[config.mk]
export PLATFORM = sky130hd
export DESIGN_NAME = gray_burst_arbiter_flat
export DESIGN_NICKNAME = d
export VERILOG_FILES = /design/src/rtl/gray_burst_arbiter_if.sv /design/src/rtl/gray_burst_arbiter.sv /design/src/flat_wrapper.sv
export SDC_FILE = /design/constraint.sdc
export NUM_CORES = 1
export LEC_CHECK = 0
export CAP_MARGIN = 5
export CORE_MARGIN = 5
export CORE_UTILIZATION = 46
export DETAILED_ROUTE_END_ITERATION = 8
export PLACE_DENSITY_LB_ADDON = 0.2
export SETUP_SLACK_MARGIN = 0.3
export SYNTH_ARGS = -nofsm -noshare
export SYNTH_HDL_FRONTEND = slang
export SYNTH_SLANG_ARGS = --single-unit
[constraint.sdc]
create_clock -name clk -period 2.1 [get_ports clk]
set_input_delay 0.315 -clock clk [delete_from_list [all_inputs] [get_ports clk]]
set_output_delay 0.315 -clock clk [all_outputs]
set_load 0.1 [all_outputs]
[src/rtl/gray_burst_arbiter_if.sv]
// Bus bundle between the requesting clients (master side) and gray_burst_arbiter (slave side).
interface gray_burst_arbiter_if #(
  parameter int NREQ  = 4,
  parameter int CBITS = 18,
  parameter int LBITS = 8
);
  logic [NREQ-1:0]       req;
  logic [NREQ*LBITS-1:0] len;
  logic [NREQ-1:0]       gnt;
  logic [NREQ-1:0]       done;
  logic [CBITS-1:0]      gray_c;
  logic                  wrap;
  logic                  busy;

  modport master (output req, len, input gnt, done, gray_c, wrap, busy);
  modport slave  (input req, len, output gnt, done, gray_c, wrap, busy);
endinterface

[src/rtl/gray_burst_arbiter.sv]
// Round-robin burst arbiter sharing one binary counter with a registered Gray-code output.
// Define GRAY_ARB_FIXED_PRIO_EN to switch arbitration to fixed lowest-index priority.
module gray_burst_arbiter #(
  parameter int NREQ  = 4,
  parameter int CBITS = 18,
  parameter int LBITS = 8
) (
  input  logic                 clk,
  input  logic                 rst,
  gray_burst_arbiter_if.slave  bus
);

  localparam int PTRW = (NREQ > 1) ? $clog2(NREQ) : 1;

`ifdef GRAY_ARB_FIXED_PRIO_EN
  localparam bit FIXED_PRIO = 1'b1;
`else
  localparam bit FIXED_PRIO = 1'b0;
`endif

  localparam logic [NREQ-1:0] ONE_HOT0 = {{(NREQ-1){1'b0}}, 1'b1};

  typedef enum logic [1:0] {
    IDLE = 2'd0,
    RUN  = 2'd1,
    DONE = 2'd2
  } state_t;

  state_t            state_q, state_d;
  logic [CBITS-1:0]  cnt_q, cnt_d;
  logic [CBITS-1:0]  gray_q, gray_d;
  logic [LBITS-1:0]  rem_q, rem_d;
  logic [PTRW-1:0]   ptr_q, ptr_d;
  logic [PTRW-1:0]   win_q, win_d;
  logic [NREQ-1:0]   gnt_q, gnt_d;
  logic [NREQ-1:0]   done_q, done_d;
  logic              wrap_q, wrap_d;

  logic [LBITS-1:0]  len_arr [NREQ];
  logic [PTRW-1:0]   arb_base;
  logic [PTRW-1:0]   arb_sel;
  logic              arb_found;
  int                arb_idx;
  logic [LBITS-1:0]  arb_len;
  logic [NREQ-1:0]   arb_onehot;
  logic [NREQ-1:0]   win_onehot;
  logic [PTRW-1:0]   next_ptr;
  logic              win_req;
  logic              last_step;

  always_comb begin
    for (int i = 0; i < NREQ; i++) begin
      len_arr[i] = bus.len[i*LBITS +: LBITS];
    end
  end

  // Scanning from the highest offset down leaves the first set bit at or above the base as winner.
  always_comb begin
    arb_base  = FIXED_PRIO ? '0 : ptr_q;
    arb_found = 1'b0;
    arb_sel   = '0;
    arb_idx   = 0;
    for (int i = NREQ - 1; i >= 0; i--) begin
      arb_idx = (int'(arb_base) + i) % NREQ;
      if (bus.req[PTRW'(arb_idx)]) begin
        arb_found = 1'b1;
        arb_sel   = PTRW'(arb_idx);
      end
    end
  end

  assign arb_len    = len_arr[arb_sel];
  assign arb_onehot = ONE_HOT0 << arb_sel;
  assign win_onehot = ONE_HOT0 << win_q;
  assign win_req    = bus.req[win_q];
  assign last_step  = (rem_q == LBITS'(1));
  assign next_ptr   = (win_q == PTRW'(NREQ - 1)) ? '0 : win_q + 1'b1;

  always_ff @(posedge clk or negedge rst) begin
    if (!rst) begin
      state_q <= IDLE;
      cnt_q   <= '0;
      gray_q  <= '0;
      rem_q   <= '0;
      ptr_q   <= '0;
      win_q   <= '0;
      gnt_q   <= '0;
      done_q  <= '0;
      wrap_q  <= 1'b0;
    end else begin
      state_q <= state_d;
      cnt_q   <= cnt_d;
      gray_q  <= gray_d;
      rem_q   <= rem_d;
      ptr_q   <= ptr_d;
      win_q   <= win_d;
      gnt_q   <= gnt_d;
      done_q  <= done_d;
      wrap_q  <= wrap_d;
    end
  end

  always_comb begin
    state_d = state_q;
    case (state_q)
      IDLE: begin
        if (arb_found) begin
          state_d = (arb_len != '0) ? RUN : DONE;
        end
      end
      RUN: begin
        if (!win_req || last_step) begin
          state_d = DONE;
        end
      end
      DONE:    state_d = IDLE;
      default: state_d = IDLE;
    endcase
  end

  // Gray is derived from the next count so the registered code never lags the count.
  always_comb begin
    cnt_d  = cnt_q;
    rem_d  = rem_q;
    ptr_d  = ptr_q;
    win_d  = win_q;
    gnt_d  = '0;
    done_d = '0;
    wrap_d = 1'b0;
    case (state_q)
      IDLE: begin
        if (arb_found) begin
          win_d = arb_sel;
          rem_d = arb_len;
          if (arb_len != '0) begin
            gnt_d = arb_onehot;
          end else begin
            done_d = arb_onehot;
          end
        end
      end
      RUN: begin
        if (win_req) begin
          cnt_d  = cnt_q + 1'b1;
          rem_d  = rem_q - 1'b1;
          wrap_d = &cnt_q;
          if (last_step) begin
            done_d = win_onehot;
          end else begin
            gnt_d = gnt_q;
          end
        end else begin
          done_d = win_onehot;
        end
      end
      DONE: begin
        ptr_d = FIXED_PRIO ? '0 : next_ptr;
      end
      default: begin
      end
    endcase
    gray_d = cnt_d ^ (cnt_d >> 1);
  end

  assign bus.gnt    = gnt_q;
  assign bus.done   = done_q;
  assign bus.gray_c = gray_q;
  assign bus.wrap   = wrap_q;
  assign bus.busy   = (state_q != IDLE);

endmodule

[src/flat_wrapper.sv]
// flat-port wrapper written by rule: the top's interface ports become plain ports
module gray_burst_arbiter_flat 
#(
  parameter int NREQ  = 4,
  parameter int CBITS = 18,
  parameter int LBITS = 8
)
  (clk, rst, bus_req, bus_len, bus_gnt, bus_done, bus_gray_c, bus_wrap, bus_busy);
  gray_burst_arbiter_if #(.NREQ(NREQ), .CBITS(CBITS), .LBITS(LBITS)) bus_i ();
  input  logic clk;
  input  logic rst;
  input wire logic [$bits(bus_i.req)-1:0] bus_req;
  input wire logic [$bits(bus_i.len)-1:0] bus_len;
  output wire logic [$bits(bus_i.gnt)-1:0] bus_gnt;
  output wire logic [$bits(bus_i.done)-1:0] bus_done;
  output wire logic [$bits(bus_i.gray_c)-1:0] bus_gray_c;
  output wire logic [$bits(bus_i.wrap)-1:0] bus_wrap;
  output wire logic [$bits(bus_i.busy)-1:0] bus_busy;
  assign bus_i.req = bus_req;
  assign bus_i.len = bus_len;
  assign bus_gnt = bus_i.gnt;
  assign bus_done = bus_i.done;
  assign bus_gray_c = bus_i.gray_c;
  assign bus_wrap = bus_i.wrap;
  assign bus_busy = bus_i.busy;
  gray_burst_arbiter #(.NREQ(NREQ), .CBITS(CBITS), .LBITS(LBITS)) u_core (.clk(clk), .rst(rst), .bus(bus_i));
endmodule
### Yosys cells after proc, flatten, opt, wreduce, memory -nomap -nowiden

Index checks and enable logic that the tools add are counted.

| word-level totals | value |
|---|---|
| logic and storage cells | 90 |
| input port bits | 38 |
| output and inout bits | 28 |
| register bits | 59 |

| operators by class | value |
|---|---|
| eq/ne operators | 8 |
| order comparisons | 6 |
| reductions and logical operators | 10 |
| muxes and demuxes | 47 |
| shift operators | 2 |
| bitwise logic cells | 2 |
| add/sub/neg operators | 6 |

Operators with widths:

| operator | count |
|---|---|
| $mux W18 | 2 |
| $mux W4 | 8 |
| $mux W8 | 4 |
| $add A18 B1 Y18 const B | 1 |
| $reduce_and A18 Y1 | 1 |
| $xor A18 B17 Y18 | 1 |
| $bmux W8 S2 | 1 |
| $lt A2 B4 Y1 const B | 4 |
| $mux W2 | 8 |
| $pmux W4 S2 | 2 |
| $pmux W8 S2 | 1 |
| $mux W1 | 15 |
| $bmux W1 S2 | 5 |
| $eq A8 B1 Y1 const B | 1 |
| $reduce_bool A8 Y1 | 1 |
| $shl A1 B2 Y4 const A | 2 |
| $sub A8 B1 Y8 const B | 1 |
| $ne A2 B1 Y1 const B | 3 |
| $add A2 B1 Y2 const B | 2 |
| $add A2 B2 Y2 const B | 2 |
| $eq A2 B2 Y1 const B | 2 |
| $pmux W2 S2 | 1 |
| $reduce_and A2 Y1 | 2 |
| $reduce_bool A2 Y1 | 2 |
| other kinds (9) | 9 |

### Depth between registers and ports, before layout

Gate-level depths: netlist (run 1).

| depth | value |
|---|---|
| depth after elaboration | 16 |
| gate-level depth with buffers | 9 |
| depth with buffers taken out | 8 |

### Least setup slack after synthesis (run 1)

Ideal clock, no wire load.

| timing | value |
|---|---|
| kind | register to register |
| start point | register u_core.state_q[0] |
| end point | register u_core.rem_q[5] |
| arrival time | 2.081 ns |
| data required time | 1.979 ns |
| setup time | 0.121 ns |
| path slack | -0.102 ns |
| buffers on the path | 2 |
| cell stages (with the launch flop) | 8 |
| clock period less this slack | 2.202 ns |
| cell sequence | dfrtp_1 -> or2_2 -> or2_2 -> clkbuf_1 -> nand2_1 -> clkbuf_1 -> o21ai_0 -> a22o_1 |

| between the ends | value |
|---|---|
| cells in the longest elaborated chain, start to end | 3 |
| elaborated cells on any way between the ends | 7 |
| those cells by class | eq/ne: 3; mux: 1; reduce/logical: 3 |

RTL lines:

| what | RTL line | text |
|---|---|---|
| start: declaration | gray_burst_arbiter.sv:29 | `state_t state_q, state_d;` |
| start signal: assignment | gray_burst_arbiter.sv:91 | `state_q <= state_d;` |
| $eq A2 B1 Y1 / $logic_not A2 Y1 (equally long branches) | gray_burst_arbiter.sv:130 | `case (state_q)` |
| $ne A2 B1 Y1 (no line) / $reduce_bool A2 Y1 (equally long branches) | -- |  |
| $reduce_and A3 Y1 (no line) | -- |  |
| end signal: assignment | gray_burst_arbiter.sv:94 | `rem_q <= rem_d;` |
| end: declaration | gray_burst_arbiter.sv:32 | `logic [LBITS-1:0] rem_q, rem_d;` |

Parallel ways exist; a longest one is shown, timed or not.
A chain may end at the register's enable or synchronous reset.

### Worst setup path after layout (run 1)

| timing | value |
|---|---|
| start point | register u_core.ptr_q[1], in the netlist u_core.arb_base[1] |
| end point | register u_core.done_q[0], in the netlist u_core.bus.done[0] |

| between the ends | value |
|---|---|
| cells in the longest elaborated chain, start to end | 16 |
| elaborated cells on any way between the ends | 32 |
| those cells by class | add/sub: 3; shift: 1; mux: 26; bitwise: 1; reduce/logical: 1 |

RTL lines:

| what | RTL line | text |
|---|---|---|
| start: declaration | gray_burst_arbiter.sv:33 | `logic [PTRW-1:0] ptr_q, ptr_d;` |
| start signal: assignment | gray_burst_arbiter.sv:95 | `ptr_q <= ptr_d;` |
| $add A2 B2 Y2 | gray_burst_arbiter.sv:64 | `arb_idx = (int'(arb_base) + i) % NREQ;` |
| $bmux W1 S2 | gray_burst_arbiter.sv:65 | `if (bus.req[PTRW'(arb_idx)]) begin` |
| $mux W1 (not written as such) (2 in series) | gray_burst_arbiter.sv:65 |  |
| $mux W2 (4 in series) | gray_burst_arbiter.sv:65 |  |
| $not A2 Y3 (not written as such) | gray_burst_arbiter.sv:72 | `assign arb_len = len_arr[arb_sel];` |
| $bmux W8 S2 | gray_burst_arbiter.sv:72 |  |
| $mux W8 (not written as such) (2 in series) | gray_burst_arbiter.sv:72 |  |
| $reduce_bool A8 Y1 | gray_burst_arbiter.sv:135 | `if (arb_len != '0) begin` |
| $mux W4 | gray_burst_arbiter.sv:135 |  |
| $mux W4 (*) | gray_burst_arbiter.sv:132 | `if (arb_found) begin` |
| $pmux W4 S2 (*) | gray_burst_arbiter.sv:130 |  |
| net u_core.done_d[0] | gray_burst_arbiter.sv:36 | `logic [NREQ-1:0] done_q, done_d;` |
| end signal: assignment | gray_burst_arbiter.sv:98 | `done_q <= done_d;` |
| end: declaration | gray_burst_arbiter.sv:36 |  |

Mark *: on every way through the listed nets, which the timed path passes. The rest lies on a longest branch. The select of a mux whose other input is x is not followed.

==> summary.txt, run 1 <==
Setup path
  – CP endpoint: u_core.bus.done[0]
  – Crit path max fanout: 8
  – Worst Setup SP: u_core.arb_base[1]
  – Arr. time, crit path: 2390 ps
  – CP peak stage delay: 380 ps
  – Startpoint Class: flip-flop
  – Slowest CP cell: dfrtp_1
  – Crit path cell chain: a21oi_2 > o21a_1 > o22ai_4 > buf_6 > buf_16 > mux2i_1 > mux2_4 > nand4_4 > nor2_4 > a32o_1
  – Setup CP Type: reg2reg
  – CP Data Required Time: 2380 ps
  – Delay-heaviest family, CP: compound AO/OA/AOI/OAI gates
  – Register-to-Register Path Depth: 10
  – Slack of the worst reg-to-reg path: -10 ps
  – Setup crit end kind: flip-flop
  – Worst r2r src: u_core.arb_base[1]
  – Crit. path cell count: 10
  – Reg2reg end: u_core.bus.done[0]
  – Buffers & Inverters on Critical Path: 2

Global route
  – Total gr overflow: 0
  – First-pass GRT wire length: 12,900 um
  – Number of global-route vias before repair: 2,762
  – All-Layer GR Usage: 18.9%
  – Largest net degree at the start of global routing: 40
  – Antenna violations before repair: 0

Clocking
  – Clock buffer count from CTS: 9
  – Worst-path clk slew: 70 ps
  – Clk_lat worst skew: 330 ps
  – Clk sinks: 58
  – Clock root buffer: clkbuf_8
  – H-tree depth: 3
  – TritonCTS clock tree: built
  – Bufs on Longest Clock Path: 2

Floorplan
  – # rows: 29
  – Die Wd: 91.8 um
  – Die area: 8420 um2
  – Boundary pin count: 66
  – Core Box Area: 6420 um2
  – Starting density of the core: 47.9%
  – Die H: 91.8 um

Synthesis
  – Post-synthesis sequential area ratio: 47.2%
  – Main combinational cell family by area after synthesis: simple AND/OR/NAND/NOR gates
  – Cell with the most instances after synthesis: dfrtp_1
  – EDFF count, synth: 0
  – XOR/XNOR share of the synthesized area: 9.97%
  – Top_reg_cell synth: dfrtp_1
  – Syn Nets: 339
  – Avg Synthesized Cell Area: 10.5 um2
  – Post-synthesis simple-gate area fraction: 16.5%
  – Compound-Gate Fraction of Synth Area: 9.24%
  – Cell taking the most area after synthesis: dfrtp_1
  – Synthesized flop and latch total: 58
  – Post-synth top cells: 58 x dfrtp_1, 33 x nand2_1, 18 x inv_1, 18 x mux2i_1, 18 x xnor2_1
  – Syn Std Cell Area: 3080 um2
  – Ys async rst share: 100%
  – Adder-cell share of the synthesized area: 2.85%
  – Multiplexer area fraction after synthesis: 9.89%
  – Post-synthesis cell count: 294
  – YS warnings: 0
  – Cell variety after synth: 46
  – Share of the synthesized area in the top cell type: 47.2%
  – Synth area leaders: dfrtp_1 47%, mux2i_1 5.9%, xnor2_1 5.1%

Pwr
  – Worst VDD drop: 0.000772 V
  – Tot Pwr: 0.00628 W
  – P_leak: 2.41 nW
  – Pwr per Cell Area: 1260 nW/um2

STA
  – Fmax: 474 MHz
  – Endpoints failing hold: 0
  – Worst-margin pin slew: 492 ps
  – RSZ-0062 raised after global routing: true
  – Max-slew violations: 0
  – Final Skew: 12.7 ps
  – Crit share post-route: 100%
  – Setup TNS: -10.0 ps
  – WHS: 493 ps
  – Tmin final: 2110 ps
  – Setup violators final: 1
  – Setup ws final: -10.0 ps
  – Slew headroom: 67.2%

Finish
  – Layout cell share with drive strength beyond 1: 44.7%
  – Area growth from synthesis to layout: 61.5%
  – Layout net count: 465
  – Fin cells: 502
  – Antenna cell count: 0
  – Final-layout fill cell count: 413

Drt
  – Post-route ant nets: 0
  – DR iter-0 viols: 55
  – Routed len/inst: 15.5 um
  – DR vias/cell: 5.16
  – # DRC: 0
  – DRT Wirelength: 7790 um
  – Pre-antenna DRT Iters: 4
  – Routed vias: 2,591

Placement
  – I/O Buffers: 65
  – HPWL after DPL: 5040 um
  – Placed Cells incl. Taps: 458
  – Routability Congestion: 0.815

Min path
  – WHS Path Cells: 2
  – Hold WC Path Type: reg2reg

Status
  – Status: complete, but fails checks
  – Violated checks: negative setup slack

Job
  – Max Cap Viol: 0
==> registers in the layout, indices dropped and copies added (netlist names) <==
signal and flops:
u_core.arb_base 2, u_core.bus.done 4, u_core.bus.gnt 4, u_core.bus.gray_c 17, u_core.bus.wrap 1, u_core.cnt_q 18, u_core.rem_q 8, u_core.state_q 2
u_core.win_q 2
==> worst reg2reg max path, cell delays in order, from the launching register on <==
cell     delay [ps]
dfrtp_1         380
a21oi_2          70
o21a_1          190
o22ai_4         230
buf_6           150
buf_16          120
mux2i_1         190
mux2_4          190
nand4_4         130
nor2_4          210
a32o_1          180
==> cells in the final DEF, fill, tap and decap left out, types with 3 or more instances in the layout <==
cell type and n:
buf_4 57, dfrtp_1 56, clkdlybuf4s50_1 32, buf_6 25, nand2_1 23, mux2i_1 16
inv_1 11, nor2_1 11, a21oi_1 10, clkbuf_8 10, mux2_4 8, xor2_1 8
xnor2_1 8, nand2_2 7, inv_2 7, o21ai_0 7, ha_1 7, nand4_1 5
xnor2_4 5, xor2_2 5, xnor2_2 5, o21ai_1 5, nor3_1 4, a22o_1 4
nand2_4 4, nor3_4 4, nand3_1 4, xor2_4 4, dlygate4sd2_1 4, nand2b_1 3
a21oi_2 3, nor2_4 3, o21ai_2 3, clkbuf_1 3, clkinv_2 3, buf_12 3
==> how the worst min path moves through the flow <==
stage | end | slack, ps | start
finish | u_core.bus.gnt[3] | 490 | u_core.bus.gnt[3]
global route | u_core.bus.gnt[3] | 540 | rst
CTS | u_core.bus.gnt[3] | 500 | rst
detailed placement | u_core.bus.gray_c[9] | 310 | rst
global placement | u_core.bus.gray_c[9] | 300 | rst
floorplan | u_core.arb_base[0] | 20 | rst
==> area by class of cell <==
cell class                 count  area (um2)  area share (%)
sequential                    58        1450            29.3
multi-input combinational    208        1990            40.1
inverter                      18        67.6            1.36
timing repair buffer         125        1190            24.1
tap                           77        96.3            1.94
clock inverter                 3        15.0           0.302
clock buffer                  13         149            3.00
==> power by group <==
part | internal (W) | switching [W]
registers | 0.00141 | 0.000282
logic | 0.00163 | 0.00210
clock network | 0.000455 | 0.000414
total | 0.00349 | 0.00280
==> metal layers <==
layer | wire length [um] | vias to the layer above | share of wire (%) | track usage, %
met5 | 0 | - | 0 | 0
met3 | 401 | 8 | 5.1 | 4.66
met4 | 88 | 0 | 1.1 | 6.19
met1 | 3130 | 1258 | 40 | 22.2
met2 | 4170 | 73 | 53 | 33.8
li1 | - | 1252 | - | -
==> logic make-up after synthesis <==
kind of cell,Yosys count
and+or+nand+nor,94
muxes,28
adders and majority gates,7
xor gates and xnor gates,35
AOI/OAI and AO/OA,44
buffers and inverters,28
DFF,58
==> through the flow <==
| stage | worst slack (ps) | utilization, % | cell area [um2] |
|---|---|---|---|
| 6_report | -10.0 | 77.3 | 4970 |
| 3_5_place_dp | -368 | 62.8 | 4040 |
| 4_1_cts | 0.740 | 72.0 | 4630 |
| 5_1_grt | -141 | 77.3 | 4970 |
| 3_3_place_gp | -285 | 62.8 | 4040 |
| 2_1_floorplan | 70.9 | - | 3180 |
==> timing repair <==
item                       CTS  global route
setup endpoints to repair   47            52
hold buffers                 1             0
resized for setup           61            55
buffers inserted            13            11
gates cloned                 3             0
hold endpoints to repair    19             0
pin swaps                   22            32
No activity file was read; power rests on OpenSTA's default activity.
==> inputs of run 2 (changes only) <==
Settings changed: CTS_CLUSTER_DIAMETER set to 50, SLEW_MARGIN set to 20.
==> results of run 2 <==
No change in the layout: final DEF, timing and power equal those of run 1.
==> inputs of run 3 (changes only) <==
--- a/config.mk
+++ b/config.mk
@@ -7,3 +7,2 @@
 export LEC_CHECK = 0
-export CAP_MARGIN = 5
 export CORE_MARGIN = 5
@@ -12,2 +11,3 @@
 export DETAILED_ROUTE_END_ITERATION = 8
+export GPL_TIMING_DRIVEN = 0
 export PLACE_DENSITY_LB_ADDON = 0.2
--- a/constraint.sdc
+++ b/constraint.sdc
@@ -3,2 +3,2 @@
 set_output_delay 0.315 -clock clk [all_outputs]
-set_load 0.1 [all_outputs]
+set_load 0.05 [all_outputs]
==> summary.txt, run 3 (synthesis gave the netlist of run 1 again) <==
Finish
  – Commonest non-fill, non-tap cells in the layout: 55 x dfrtp_1, 35 x clkdlybuf4s50_1, 26 x nand2_1, 23 x buf_6, 22 x buf_4
  – Layout net count: 457 (-1.7%)
  – Largest Register: u_core.cnt_q
  – Final-layout fill cell count: 411 (-0.48%)
  – Max reg flops: 18 (unchanged)
  – Antenna cell count: 0 (unchanged)
  – Most common cell after layout, fill and taps aside: dfrtp_1
  – Layout cell share with drive strength beyond 1: 34.3% (-10 points)
  – Finished Cell Area: 4960 um2 (about the same)
  – Area growth from synthesis to layout: 61.4% (about the same)
  – Finished Core Util: 77.3% (about the same)

STA
  – RSZ-0062 raised after global routing: true
  – Setup violators final: 1 (unchanged)
  – Setup TNS: -26.0 ps (-15.9 ps)
  – Setup ws final: -26.0 ps (-15.9 ps)
  – Final Skew: 10.8 ps (-1.91 ps)
  – Tmin final: 2130 ps (+15.9 ps)
  – Endpoints failing hold: 0 (unchanged)
  – Max-slew violations: 0 (unchanged)
  – Crit share post-route: 101% (+0.76 points)
  – Fmax: 470 MHz (-0.75%)
  – Slew headroom: 52.7% (-14 points)
  – Worst-margin pin slew: 709 ps (+217 ps)

Clocking
  – TritonCTS clock tree: built
  – Clk_lat worst skew: 340 ps (about the same)
  – Worst-path clk slew: 70 ps (about the same)
  – H-tree depth: 3 (unchanged)
  – Clk sinks: 58 (unchanged)
  – Bufs on Longest Clock Path: 2 (unchanged)
  – Clock root buffer: clkbuf_8
  – Clock buffer count from CTS: 9 (unchanged)

Floorplan
  – Starting density of the core: 47.9% (unchanged)
  – # rows: 29 (unchanged)
  – Die H: 91.8 um (unchanged)
  – Boundary pin count: 66 (unchanged)
  – Die area: 8420 um2 (unchanged)
  – Die Wd: 91.8 um (unchanged)
  – Core Box Area: 6420 um2 (unchanged)

Setup path
  – Crit. path cell count: 10 (unchanged)
  – Crit path max fanout: 7 (-1)
  – Startpoint Class: flip-flop
  – Buffers & Inverters on Critical Path: 2 (unchanged)
  – CP Data Required Time: 2370 ps (about the same)
  – Slowest CP cell: dfrtp_2
  – Setup CP Type: reg2reg
  – Delay-heaviest family, CP: compound AO/OA/AOI/OAI gates
  – Arr. time, crit path: 2390 ps (about the same)
  – Register-to-Register Path Depth: 10 (unchanged)
  – CP peak stage delay: 390 ps (about the same)
  – Setup crit end kind: flip-flop
  – Crit path cell chain: a21oi_2 > o21a_1 > o22ai_4 > buf_6 > buf_16 > mux2i_1 > mux2_4 > nand4_4 > nor2_4 > a32o_1

Job
  – Max Cap Viol: 0 (unchanged)

Placement
  – Cell Area, Placed: 3910 um2 (-3.1%)
  – Routability Congestion: 0.861 (+5.7%)
  – HPWL after DPL: 4730 um (-6.2%)
  – I/O Buffers: 65 (unchanged)

Status
  – Violated checks: negative setup slack
  – Status: complete, but fails checks

Global route
  – First-pass GRT wire length: 11,600 um (-10%)
  – Largest net degree at the start of global routing: 59 (+48%)
  – Total gr overflow: 0 (unchanged)
  – Antenna violations before repair: 0 (unchanged)
  – All-Layer GR Usage: 17.3% (-1.6 points)
  – Number of global-route vias before repair: 2,491 (-9.8%)

Drt
  – Routed vias: 2,608 (+0.66%)
  – DR iter-0 viols: 138 (+150%)
  – DRT Wirelength: 8000 um (+2.8%)
  – Routed len/inst: 16.2 um (+4.4%)
  – DR vias/cell: 5.28 (+2.3%)
  – Pre-antenna DRT Iters: 4 (unchanged)
  – # DRC: 0 (unchanged)
  – Post-route ant nets: 0 (unchanged)

Pwr
  – Worst VDD drop: 0.000593 V (-23%)
  – P_leak: 2.59 nW (+7.4%)
  – Tot Pwr: 0.00587 W (-6.5%)
  – Pwr per Cell Area: 1180 nW/um2 (-6.5%)

Min path
  – Hold WC Path Type: in2async
-- run 3: cell count changes in the layout (fill, tap and decap cells not counted), sizes merged --
cell,previous run,this run
dlygate4sd3,1,0
clkdlybuf4s50,32,35
buf,88,48
clkbuf,13,19
bufinv,0,1
clkinv,3,1
dlygate4sd2,4,14
dlymetal6s2s,0,15
-- run 3: worst register-to-register path, stage by stage, from the launching register on --
cell and delay [ps]:
dfrtp_2 390, a21oi_2 60, o21a_1 200, o22ai_4 220
buf_6 150, buf_16 110, mux2i_1 180, mux2_4 190
nand4_4 150, nor2_4 220, a32o_1 200
-- run 3: layer usage --
layer  global-route usage [%]  share of wire (%)  wire length, um  vias up
met4                     6.81                1.9              152        0
met3                     4.91                5.3              422       15
li1                         -                  -                -     1240
met2                     31.0                 54             4300       79
met5                        0                  0                0        -
met1                     19.4                 39             3130     1274
-- run 3: final cells by class --
| type | count | area [um2] | area share [%] |
|---|---|---|---|
| Clock inverter | 2 | 35.0 | 0.706 |
| Clock buffer | 14 | 163 | 3.28 |
| Sequential cell | 58 | 1460 | 29.3 |
| Inverter | 18 | 67.6 | 1.36 |
| Multi-Input combinational cell | 208 | 1980 | 39.8 |
| Buffer | 10 | 83.8 | 1.69 |
| Timing Repair Buffer | 107 | 1090 | 21.9 |
| Tap cell | 77 | 96.3 | 1.94 |
-- run 3: stage by stage --
stage          instances  setup WS [ps]  hold slack [ps]
2_1_floorplan        294           70.9             19.4
3_3_place_gp         436          -1050              478
3_5_place_dp         436           -697              418
4_1_cts              479          -14.5             53.0
5_1_grt              494           -123             93.4
6_report             494          -26.0             19.0
-- run 3: final timing paths --
check,start,to,slack (ps)
setup reg to reg,u_core.arb_base[1],u_core.bus.done[0],-30
hold / removal,rst,u_core.bus.gray_c[11],20
min in group clk,u_core.bus.gnt[0],u_core.bus.gnt[0],490
max in group asynchronous,rst,u_core.arb_base[1],1570
hold reg to reg,u_core.bus.gnt[0],u_core.bus.gnt[0],490
setup / recovery,u_core.arb_base[1],u_core.bus.done[0],-30
-- run 3: what timing repair did --
item | in CTS | in global routing
endpoints found under the setup margin | 60 | 66
cloned | 1 | 1
pin swaps | 29 | 38
gates resized for setup | 69 | 69
setup buffers | 26 | 14
hold buffers | 0 | 0
-- run 3: report_power, final --
part	leakage [nW]	switching, W	total [W]	internal (W)
clock network	0.101	0.000431	0.00104	0.000613
logic	1.73	0.00166	0.00314	0.00148
registers	0.759	0.000279	0.00169	0.00141
==> variant 1 (config.mk and constraints of run 1) <==
`NREQ` is set to 4 in 3 places; all go to 16.
--- a/src/rtl/gray_burst_arbiter_if.sv
+++ b/src/rtl/gray_burst_arbiter_if.sv
@@ -1,6 +1,6 @@
 // Bus bundle between the requesting clients (master side) and gray_burst_arbiter (slave side).
 interface gray_burst_arbiter_if #(
-  parameter int NREQ  = 4,
+  parameter int NREQ  = 16,
   parameter int CBITS = 18,
   parameter int LBITS = 8
 );
--- a/src/rtl/gray_burst_arbiter.sv
+++ b/src/rtl/gray_burst_arbiter.sv
@@ -1,7 +1,7 @@
 // Round-robin burst arbiter sharing one binary counter with a registered Gray-code output.
 // Define GRAY_ARB_FIXED_PRIO_EN to switch arbitration to fixed lowest-index priority.
 module gray_burst_arbiter #(
-  parameter int NREQ  = 4,
+  parameter int NREQ  = 16,
   parameter int CBITS = 18,
   parameter int LBITS = 8
 ) (
--- a/src/flat_wrapper.sv
+++ b/src/flat_wrapper.sv
@@ -1,7 +1,7 @@
 // flat-port wrapper written by rule: the top's interface ports become plain ports
 module gray_burst_arbiter_flat 
 #(
-  parameter int NREQ  = 4,
+  parameter int NREQ  = 16,
   parameter int CBITS = 18,
   parameter int LBITS = 8
 )
Interface: changed (resized bus_done, bus_gnt, bus_len and bus_req); port bits go from 66 to 198. The function was not compared with the original's and may differ.
==> variant 1 against run 1 <==
- the flow still finishes with violations (negative setup slack)
- cell area rose to 2.7 times the old value
- routed wire length rose to 4.3 times the old value
- setup slack got worse by 3000 ps
- sequential cell count grew 28
- synthesized area grew to 2.5 times the old value
- count of clock-buffer cells in the layout fell by 3
- critical endpoint is now u_core.bus.gnt[7]
- highest routed layer unchanged
Power is not shown: default switching activity piles up to over one toggle a cycle in this logic, so the estimate is an artifact.
==> variant 1: results (changes against run 1) <==
.. list-table::
   :header-rows: 1

   * - Metric
     - Value
   * - Final setup violation count
     - 82 (+81)
   * - Maximum fanout along the worst path
     - 7 (-1)
   * - Final Skew
     - 11.02 ps (-1.719 ps)
   * - Post-synthesis instance total
     - 841 (+190%)
   * - First-pass GRT wire length
     - 48.64 mm (+280%)
   * - PnR worst setup slack
     - -3056 ps (-3046 ps)
   * - Count of unique library cells instantiated by Yosys
     - 81 (+76%)
   * - Area of placed instances
     - 11660 µm² (+190%)
   * - Post-CTS setup-driven buffer insertion count
     - 37 (+24)
   * - Class of the most critical hold timing path
     - input pin to asynchronous set/reset pin
   * - Pre-CTS WS
     - -3177 ps (-2809 ps)
   * - Setup TNS after final layout
     - -149520 ps (-149510 ps)
   * - Routability congestion estimate from global placement
     - 0.9590 (+18%)
   * - Result of the run
     - complete, but fails checks
   * - Clock insertion delay at the later pin of the skew report
     - 350 ps (+20 ps)
   * - Violations in the final reports
     - negative setup slack
   * - # fillers
     - 1005 (+140%)
   * - Commonest cells in the netlist
     - 117 x nand2_1, 86 x dfrtp_1, 43 x mux2i_1
   * - Maximum single-stage delay on the critical path
     - 550 ps (+170 ps)
   * - Number of buffer cells added on primary ports
     - 197 (+200%)
   * - Global routing usage summed across all routing layers
     - 0.3102 (+0.1213)
   * - TritonRoute pass-1 iters
     - 5 (+1)
   * - Met2 global-route usage
     - 0.5351 (+0.1967)
   * - Final routed wirelength across all metal layers
     - 33.47 mm (+330%)
   * - Met1 track demand over resource
     - 0.3668 (+0.1451)
## variant 1: cell types whose count changed after synthesis, moves of 13 or more
cell,run 1,this run
nor3_1,7,21
nand2_1,33,117
nor2_1,15,42
buf_2,1,15
nand3_1,7,24
dfrtp_1,58,86
a32o_1,1,16
o21ai_1,0,13
mux2_2,9,29
mux2i_1,18,43
mux4_2,1,36
a21oi_1,13,33
inv_1,18,36
## variant 1: routing by layer
| metal | share of wire | wire length (µm) |
|---|---|---|
| met2 | 0.50 | 16580 |
| met3 | 0.088 | 2930 |
| met4 | 0.049 | 1646 |
| met5 | 0 | 0 |
| met1 | 0.37 | 12310 |
## variant 1: worst paths after layout
check	start	endpoint	slack, ps	cells after the start
hold / removal	rst	u_core.win_q[2]	4	2
hold reg to reg	u_core.bus.gnt[14]	u_core.bus.gnt[14]	520	1
setup reg to reg	u_core.arb_base[1]	u_core.bus.gnt[7]	-3060	20
setup / recovery	u_core.arb_base[1]	u_core.bus.gnt[7]	-3060	20
min in group clk	u_core.bus.gnt[14]	u_core.bus.gnt[14]	520	1
max in group asynchronous	rst	u_core.win_q[0]	1740	2
## variant 1: area by class of cell
type	instances	area, µm²	area share
Tap cell	220	275.3	0.02053
Sequential cell	86	2156	0.1608
Multi-Input combinational cell	674	6136	0.4577
Clock inverter	6	45.04	0.003360
Timing Repair Buffer	489	4399	0.3282
Clock buffer	10	239.0	0.01783
Inverter	39	155.1	0.01157
## variant 1: kinds of logic after synthesis
family | after synthesis | synth area share
simple gates | 275 | 0.1680
flops | 86 | 0.2794
fa+ha+maj | 16 | 0.02599
compound gates | 225 | 0.2169
xor+xnor | 48 | 0.05458
buf+inv | 82 | 0.05019
mux | 109 | 0.2050
==> variant 2 (config.mk and constraints of run 1) <==
Without the edit above. Encoding of `state_t`: now one-hot (3 bits for 3 states).
--- a/src/rtl/gray_burst_arbiter.sv
+++ b/src/rtl/gray_burst_arbiter.sv
@@ -20,10 +20,10 @@
 
   localparam logic [NREQ-1:0] ONE_HOT0 = {{(NREQ-1){1'b0}}, 1'b1};
 
-  typedef enum logic [1:0] {
-    IDLE = 2'd0,
-    RUN  = 2'd1,
-    DONE = 2'd2
+  typedef enum logic [2:0] {
+    IDLE = 3'b001,
+    RUN  = 3'b010,
+    DONE = 3'b100
   } state_t;
 
   state_t            state_q, state_d;
Behaviour: same outputs for any inputs over 4 cycles, from zero or initial values and one cycle with rst low; so few cycles prove little.
==> variant 2 against run 1 <==
- the flow still finishes with violations (negative setup slack)
- maximum frequency fell by 24%
- routed wire length rose by 28%
- first-iteration DRC count rose by 150%
- total power rose by 0.28%
- setup slack got worse by 680 ps
- sequential power fell by 3%
- synthesized area rose by 4.1%
- global-route usage rose by 3.6 points
- final cell count rose by 12%
- cell area rose by 8.4%
- sequential cell count rose by 1
==> variant 2: results (changes against run 1) <==
.. list-table::
   :header-rows: 1

   * - Metric
     - Value
   * - Result of the run
     - complete, but fails checks
   * - Violations in the final reports
     - negative setup slack
   * - Seq area share
     - 0.2752 (-0.01754)
   * - Part of the total power dissipated in sequential elements
     - 0.260 (-0.009)
   * - First-pass GRT wire length
     - 15.26 mm (+19%)
   * - Area of placed instances
     - 4309 µm² (+6.8%)
   * - Data-path buffer share of cell area in the final layout
     - 0.2333 (-0.007230)
   * - Commonest cells in the netlist
     - 58 x dfrtp_1, 31 x nand2_1, 22 x nor2_1
   * - Met2 global-route usage
     - 0.3824 (+0.04397)
   * - Hpwl dp
     - 5.741 mm (+14%)
   * - Met1 track demand over resource
     - 0.2580 (+0.03632)
   * - Routed length on met1
     - 3.818 mm (+22%)
   * - Final-layout worst hold slack
     - 511.4 ps (+18.51 ps)
   * - Net Sw Power
     - 2.778 mW (-0.65%)
   * - Syn nets
     - 368 (+8.6%)
   * - PnR worst setup slack
     - -689.7 ps (-679.7 ps)
   * - Number of buffers other than clock buffers in the final layout
     - 138 (+10%)
   * - Clock buffer count
     - 11 (-2)
   * - Register area share after synthesis
     - 0.4613 (-0.01060)
   * - Placeable core region
     - 6794 µm² (+5.8%)
   * - Met2 wire length
     - 5.208 mm (+25%)
   * - Total number of multi-input combinational cells
     - 238 (+14%)
   * - Cell with the largest stage delay on the worst path
     - or4_4
   * - Reported combinational group power
     - 3.57 mW (-4%)
   * - Final-layout clock-cell area share
     - 0.03951 (+0.006510)
   * - Final setup violation count
     - 13 (+12)
   * - Count of unique library cells instantiated by Yosys
     - 47 (+2.2%)
   * - Number of vias per cell after detailed routing
     - 5.456 (+5.7%)
   * - Synth area leaders
     - dfrtp_1 45%, xnor2_1 5.2%, xor2_1 4.4%
==> variant 2: changes by cell type after synthesis, sizes merged, moves of 4 or more <==
cell	run 1	this run
and4	1	5
a211oi	1	17
nor3	10	6
mux2i	18	2
nor3b	1	19
nor2	16	22
mux2	9	1
and3	2	9
==> variant 2: worst min path at each step <==
stage	end	start	depth (start not counted)
4_1_cts	u_core.bus.gnt[1]	u_core.bus.gnt[1]	1
6_report	u_core.bus.gray_c[3]	rst	2
3_3_place_gp	u_core.bus.gray_c[3]	rst	1
5_1_grt	u_core.rem_q[5]	u_core.rem_q[5]	1
3_5_place_dp	u_core.bus.gray_c[3]	rst	1
2_1_floorplan	u_core.arb_base[0]	rst	0
==> variant 2: stage by stage <==
step / std cells / TNS, ps / setup WS (ps) / util / power, mW
2_1_floorplan: 323 / -3195 / -387.7 / - / 3.498
3_3_place_gp: 511 / -21470 / -1041 / 0.6343 / 4.304
3_5_place_dp: 511 / -23450 / -1118 / 0.6343 / 4.343
4_1_cts: 549 / -4801 / -531.6 / 0.7440 / 5.929
5_1_grt: 562 / -7172 / -720.6 / 0.7924 / 6.624
6_report: 562 / -6502 / -689.7 / 0.7924 / 6.301
==> variant 2: cell families after synthesis <==
group                    count (synthesis)  synth area share
AND/OR/NAND/NOR                        116            0.1953
buffers and inverters                   30           0.04297
AO/OA/AOI/OAI                           72            0.1605
XOR/XNOR                                35           0.09570
adder cells (fa/ha/maj)                  7           0.02734
flip-flops                              59            0.4613
multiplexers                             4           0.01680
==> variant 2: critical path, delay by kind of cell (launching register included) <==
family | cells | cell delay [ps]
buffers and inverters | 1 | 150
flip-flops | 1 | 450
AND/OR/NAND/NOR | 3 | 1260
AO/OA/AOI/OAI | 4 | 820
